### src/rtl/sorted_array_streamer.sv
// Captures a packed sorted array on a rise of array_valid and streams it out
// one element per valid/ready transfer, flagging unsorted input and lost captures.
module sorted_array_streamer #(
   parameter int ARR_WIDTH = 4,
   parameter int ELEM_W    = 4,
   parameter int IDX_W     = 2
) (
   input  logic                        clock,
   input  logic                        reset,
   input  logic [ARR_WIDTH*ELEM_W-1:0] array_in,
   input  logic                        array_valid,
   output logic                        busy,
   output logic [ELEM_W-1:0]           elem_out,
   output logic [IDX_W-1:0]            elem_idx,
   output logic                        elem_valid,
   input  logic                        elem_ready,
   output logic                        elem_last,
   output logic                        done,
   output logic                        order_err,
   output logic                        overrun
);

   typedef enum logic {IDLE, STREAM} state_t;

   state_t                            state, state_nxt;
   logic [ARR_WIDTH-1:0][ELEM_W-1:0]  arr_buf;
   logic [IDX_W-1:0]                  idx;
   logic                              av_q;
   logic                              rise;
   logic                              xfer;
   logic                              at_last;
   logic                              unsorted;

   assign rise    = array_valid & ~av_q;
   assign at_last = (idx == IDX_W'(ARR_WIDTH-1));
   assign xfer    = elem_valid & elem_ready;

   // Every output is decoded from registered state only, so elem_ready never
   // reaches an output combinationally.
   assign elem_valid = (state == STREAM);
   assign busy       = elem_valid;
   assign elem_out   = elem_valid ? arr_buf[idx] : '0;
   assign elem_idx   = elem_valid ? idx : '0;
   assign elem_last  = elem_valid & at_last;

   always_comb begin
      unsorted = 1'b0;
      for (int i = 0; i < ARR_WIDTH-1; i++)
         if (array_in[i*ELEM_W +: ELEM_W] > array_in[(i+1)*ELEM_W +: ELEM_W])
            unsorted = 1'b1;
   end

   always_comb begin
      state_nxt = state;
      case (state)
         IDLE:    if (rise) state_nxt = STREAM;
         STREAM:  if (xfer && at_last) state_nxt = IDLE;
         default: state_nxt = IDLE;
      endcase
   end

   always_ff @(posedge clock) begin
      if (reset) begin
         state     <= IDLE;
         av_q      <= 1'b0;
         arr_buf   <= '0;
         idx       <= '0;
         done      <= 1'b0;
         order_err <= 1'b0;
         overrun   <= 1'b0;
      end else begin
         state <= state_nxt;
         av_q  <= array_valid;
         done  <= xfer & at_last;
         if (state == IDLE && rise) begin
            arr_buf   <= array_in;
            idx       <= '0;
            order_err <= unsorted;
         end else if (xfer && !at_last) begin
            idx <= idx + IDX_W'(1);
         end
         // A rise during a stream cannot be captured; remember it was lost.
         if (state == STREAM && rise)
            overrun <= 1'b1;
      end
   end

endmodule

### config.mk
export PLATFORM = sky130hd
export DESIGN_NAME = sorted_array_streamer
export DESIGN_NICKNAME = d
export VERILOG_FILES = /design/src/rtl/sorted_array_streamer.sv
export SDC_FILE = /design/constraint.sdc
export NUM_CORES = 1
export LEC_CHECK = 0
export CELL_PAD_IN_SITES_DETAIL_PLACEMENT = 1
export CELL_PAD_IN_SITES_GLOBAL_PLACEMENT = 1
export CORE_ASPECT_RATIO = 0.8
export CORE_MARGIN = 1.5
export CORE_UTILIZATION = 38
export DETAILED_ROUTE_END_ITERATION = 7
export HOLD_SLACK_MARGIN = 0.15
export PLACE_DENSITY = 0.87
export SKIP_CTS_REPAIR_TIMING = 1
export SYNTH_ARGS = -nofsm -noshare
export SYNTH_HDL_FRONTEND = slang
export SYNTH_SLANG_ARGS = --single-unit
### constraint.sdc
create_clock -name clock -period 2.4 [get_ports clock]
set_input_delay 0.48 -clock clock [delete_from_list [all_inputs] [get_ports clock]]
set_output_delay 0.48 -clock clock [all_outputs]
set_load 0.02 [all_outputs]
# Word-level counts from Yosys, hierarchy flattened
# Cells that the tools add are included.
totals:
  out_inout_bits: 12
  word_cells: 38
  reg_bits: 23
op_classes:
  order_cmp: 4
  bitwise: 6
  mux: 10
  n_addsub: 1
  eq_ne: 1
  n_reduce_logical: 6
op_table:
  columns: ["cell", "n"]
  rows:
  - ["$gt A4 B4 Y1", 3]
  - ["$bmux W4 S2", 1]
  - ["$mux W4", 2]
  - ["$mux W1", 5]
  - ["$and A1 B1 Y1", 4]
  - ["$logic_and A1 B1 Y1", 4]
  - ["$lt A2 B3 Y1 const B", 1]
  - ["$add A2 B1 Y2 const B", 1]
  - ["$eq A2 B2 Y1 const B", 1]
  - ["$mux W2", 1]
  - ["$not A1 Y1", 2]
  - ["$pmux W1 S2", 1]
  - ["$reduce_or A2 Y1", 1]
  - ["$logic_not A1 Y1", 1]

# Longest topological paths before layout
# Gate-level depths: netlist of the first run.
depth:
  word_depth: 4
  ltp_mapped: 6

# Least setup slack after synthesis of the first run
# Ideal clock, no wire load.
synth_path:
  path_kind: "register -> output"
  from: "register idx[0]"
  to: "output elem_out[0]"
  path_stages_with_launch: 4
  t_arrival_ns: 1.157
  path_slack_ns: 0.763
  path_cell_list: "dfxtp_1 > buf_6 > mux4_2 > and2_1"
synth_between:
  elab_chain_len: 3
synth_lines:
  columns: ["item", "line_no", "rtl"]
  rows:
  - ["start, declared", "27", "logic [IDX_W-1:0] idx;"]
  - ["start signal, assigned", "80", "idx <= idx + IDX_W'(1);"]
  - ["$bmux W4 S2", "42", "assign elem_out = elem_valid ? arr_buf[idx] : '0;"]
  - ["$mux W4 (not written as such)", "42", null]
  - ["$mux W4", "42", null]
  - ["end, declared", "13", "output logic [ELEM_W-1:0] elem_out,"]
# No other way between the ends. The select of a mux whose other input is x is not followed.

# Final worst setup path of the first run
layout_path:
  from: "register idx[1]"
  to: "output elem_last"
layout_between:
  elab_chain_len: 2
layout_lines:
  columns: ["item", "line_no", "rtl"]
  rows:
  - ["$eq A2 B2 Y1", "35", "assign at_last = (idx == IDX_W'(ARR_WIDTH-1));"]
  - ["$and A1 B1 Y1", "44", "assign elem_last = elem_valid & at_last;"]
  - ["end, declared", "17", "output logic elem_last,"]
# No other way between the ends.

==> run summary, run 1 <==
routed wire length: 3.56 mm
Slew Limit Fails: 0
Post-DP Area: 1620 um^2
CORE AREA: 3180 um^2
Final Setup Violations: 0
Gate power share: 0.228
largest net degree at the start of global routing: 21
NumNets Final: 213
die height: 55.2 um
NetSw: 0.241 mW
Least-Margin Pin Slew: 661 ps
Netlist cell types: 29
Post-DP HPWL: 2.92 mm
outcome: finished clean
Post-DRT Antenna Nets: 0
Clk network pwr share: 0.278
vias per cell: 5.23
Reg power frac: 0.494
ratio of cells with drive above 1 in the final layout: 0.0838
Primary FF master, synth: dfxtp_1
proportion of netlist area held by the largest area contributor: 0.356
total CTS buffers: 3
area leader, netlist: dfxtp_1
Rows: 18
DR WL met2: 1.89 mm
Hold Path End: arr_buf[6]$_SDFFE_PP0P_
CP startpoint kind: flip-flop
initial antenna violation count: 0
DR WL/cell: 16.3 um
TritonCTS clock tree: yes
die area: 3770 um^2
synth warn: 0
Fill cells: 374
Setup crit end kind: output pin
synth-to-layout area growth: 30.1%
first-pass GRT wire length: 5.61 mm
chip width: 68.2 um
Mapped Area: 1290 um^2
internal power: 0.616 mW
register area share after synthesis: 0.356
CP required: 1920 ps
Total Routing Usage GR: 0.211
WL met3: 134 um
vias: 1146
reg2reg end: order_err$_SDFFE_PP0P_
Starting DRT DRC Count: 68
# H-tree levels: 1
Bufs on Longest Clock Path: 2
Min-Delay Startpoint: arr_buf[6]$_SDFFE_PP0P_
Initial Util: 0.407
DR pass1 iterations: 4
WP data arrival: 1760 ps
Hold Slack: 460 ps
Post-synth EDFFs: 0
max cap viols: 0
Reg2Reg Setup Slack: 980 ps
wire length on met1: 1.48 mm
Setup Crit Path Kind: reg2out
Mapped Nets: 183
CP Max Fanout: 7
#FFs+latches synth: 23
# DRC: 0
fin crit period: 2240 ps
vias in the first global route: 1191
leakage: 0.770 nW
FF-to-FF path depth: 2
Layout Skew: 5.64 ps
Net Sw Frac: 0.282
Worst VDD drop: 0.000310 V
period utilization: 0.934
worst-skew pair later-pin latency: 260 ps
r2r startpoint: busy$_SDFF_PP0_
RSZ-0062 raised after global routing: false
WHS Path Cells: 2
IO Pins: 32
Overflow after GRT: 0
uppermost layer routed: met4
asr flop ratio synth: 0
Max Fclk: 446 MHz
gpl congestion: 0.764
largest cells by area after synthesis: dfxtp_1, ha_1, nand2_1
PwrDens: 509 nW/um^2
Post-Synthesis Cells: 150
Syn Area/Cell: 8.62 um^2
final instance area: 1680 um^2
endpoints failing hold: 0
Rel. slew slack: 0.558
Hold Crit Class: reg2reg
Port-buffer cells: 31
clock tree sinks: 23
Root Buffer Master: clkbuf_8
antenna fix cells: 0
Clock Pin Slew Worst Setup and Hold Paths: 80 ps
==> flip-flops by register name (all words and copies together), names as in the netlist <==
signal / cells
arr_buf: 16
idx: 2
av_q: 1
busy: 1
done: 1
order_err: 1
overrun: 1
==> worst max-delay path by stage <==
stage	from	to	slack [ps]
6_report	idx[1]$_SDFFE_PP0P_	elem_last	160
5_1_grt	idx[1]$_SDFFE_PP0P_	elem_last	60
4_1_cts	idx[0]$_SDFFE_PP0P_	elem_out[1]	-230
3_5_place_dp	idx[0]$_SDFFE_PP0P_	elem_out[1]	70
3_3_place_gp	array_in[9]	order_err$_SDFFE_PP0P_	160
2_1_floorplan	idx[0]$_SDFFE_PP0P_	elem_out[0]	760
==> final cells by class <==
cell class                 count  area, um^2  area share
multi-input combinational    105         734       0.436
sequential                    23         464       0.276
timing repair buffer          33         335       0.199
inverter                      14        52.6      0.0312
tap                           40        50.0      0.0297
clock buffer                   3        41.3      0.0245
clock inverter                 1        5.00     0.00297
==> metrics by stage <==
step | instances | total power [mW] | setup slack (ps) | setup TNS [ps] | utilization
after global placement | 215 | 0.613 | 157 | 0 | 0.511
after floorplan | 150 | 0.542 | 763 | 0 | -
final | 219 | 0.857 | 159 | 0 | 0.530
after CTS | 219 | 0.862 | -225 | -771 | 0.526
after global routing | 219 | 0.896 | 58.0 | 0 | 0.530
after detailed placement | 215 | 0.629 | 69.0 | 0 | 0.511
==> critical path: stages, from the launching register on <==
cell	delay, ps
dfxtp_1	510
ha_1	240
and2_1	150
clkdlybuf4s50_1	600
==> cell usage in the layout, fill, tap and decap left out <==
master / instances
a2111oi_2: 1
a21oi_1: 18
a31oi_1: 1
and2_1: 7
and3b_1: 1
buf_4: 2
clkbuf_8: 3
clkdlybuf4s50_1: 27
clkinv_2: 1
dfxtp_1: 22
dfxtp_4: 1
dlymetal6s2s_1: 4
ha_1: 13
inv_1: 14
mux2i_1: 1
mux4_2: 4
nand2_1: 33
nand3b_1: 1
nand3b_2: 1
nand4_1: 3
nor2_1: 7
nor2b_1: 3
nor3_1: 2
nor3b_2: 1
o21a_1: 1
o21ai_0: 2
o31a_1: 1
o31ai_1: 1
o32ai_1: 1
o41ai_4: 1
xor2_1: 1
==> power groups by stage <==
stage	Sequential (mW)	Clock, mW	Combinational (mW)
2_1_floorplan	0.426	0	0.116
3_3_place_gp	0.429	0	0.183
3_5_place_dp	0.433	0	0.196
4_1_cts	0.424	0.240	0.198
5_1_grt	0.426	0.255	0.215
6_report	0.424	0.238	0.195
==> synth_stat cells (2+ instances only) <==
| master | count |
|---|---|
| ha_1 | 13 |
| nand2_1 | 33 |
| and2_1 | 7 |
| nor2_1 | 7 |
| dfxtp_1 | 23 |
| clkbuf_1 | 2 |
| o21ai_0 | 2 |
| a21oi_1 | 18 |
| nor3_1 | 2 |
| buf_2 | 4 |
| inv_1 | 14 |
| mux4_2 | 4 |
| nor2b_1 | 3 |
| nand4_1 | 3 |
==> logic make-up (layout without fill, tap and decap cells) <==
| group | count (synthesis) | after routing | share of synthesized area |
|---|---|---|---|
| AND/OR/NAND/NOR | 59 | 59 | 0.218 |
| AO/OA/AOI/OAI | 27 | 27 | 0.140 |
| flip-flops | 23 | 23 | 0.356 |
| buffers and inverters | 22 | 51 | 0.0764 |
| adder cells (fa/ha/maj) | 13 | 13 | 0.126 |
| multiplexers | 5 | 5 | 0.0774 |
| XOR/XNOR | 1 | 1 | 0.00677 |
==> layer usage <==
layer	vias to the layer above	track usage
met1	553	0.231
met4	0	0.0533
met5	-	0
li1	564	-
met2	23	0.414
met3	6	0.0445
No activity file was read; power rests on OpenSTA's default activity.
==> run 2: changes to the inputs <==
--- a/config.mk
+++ b/config.mk
@@ -14,6 +14,7 @@
 export HOLD_SLACK_MARGIN = 0.15
 export PLACE_DENSITY = 0.87
 export SKIP_CTS_REPAIR_TIMING = 1
+export SLEW_MARGIN = 20
 export SYNTH_ARGS = -nofsm -noshare
 export SYNTH_HDL_FRONTEND = slang
 export SYNTH_SLANG_ARGS = --single-unit
==> results of run 2 <==
Final layout, timing and power as in run 1 (identical DEF).
==> run 3: changes to the inputs <==
--- a/config.mk
+++ b/config.mk
@@ -11,6 +11,7 @@
 export CORE_MARGIN = 1.5
 export CORE_UTILIZATION = 38
 export DETAILED_ROUTE_END_ITERATION = 7
+export GPL_ROUTABILITY_DRIVEN = 0
 export HOLD_SLACK_MARGIN = 0.15
 export PLACE_DENSITY = 0.87
 export SKIP_CTS_REPAIR_TIMING = 1
==> results of run 3 <==
Final layout, timing and power as in run 1 (identical DEF).
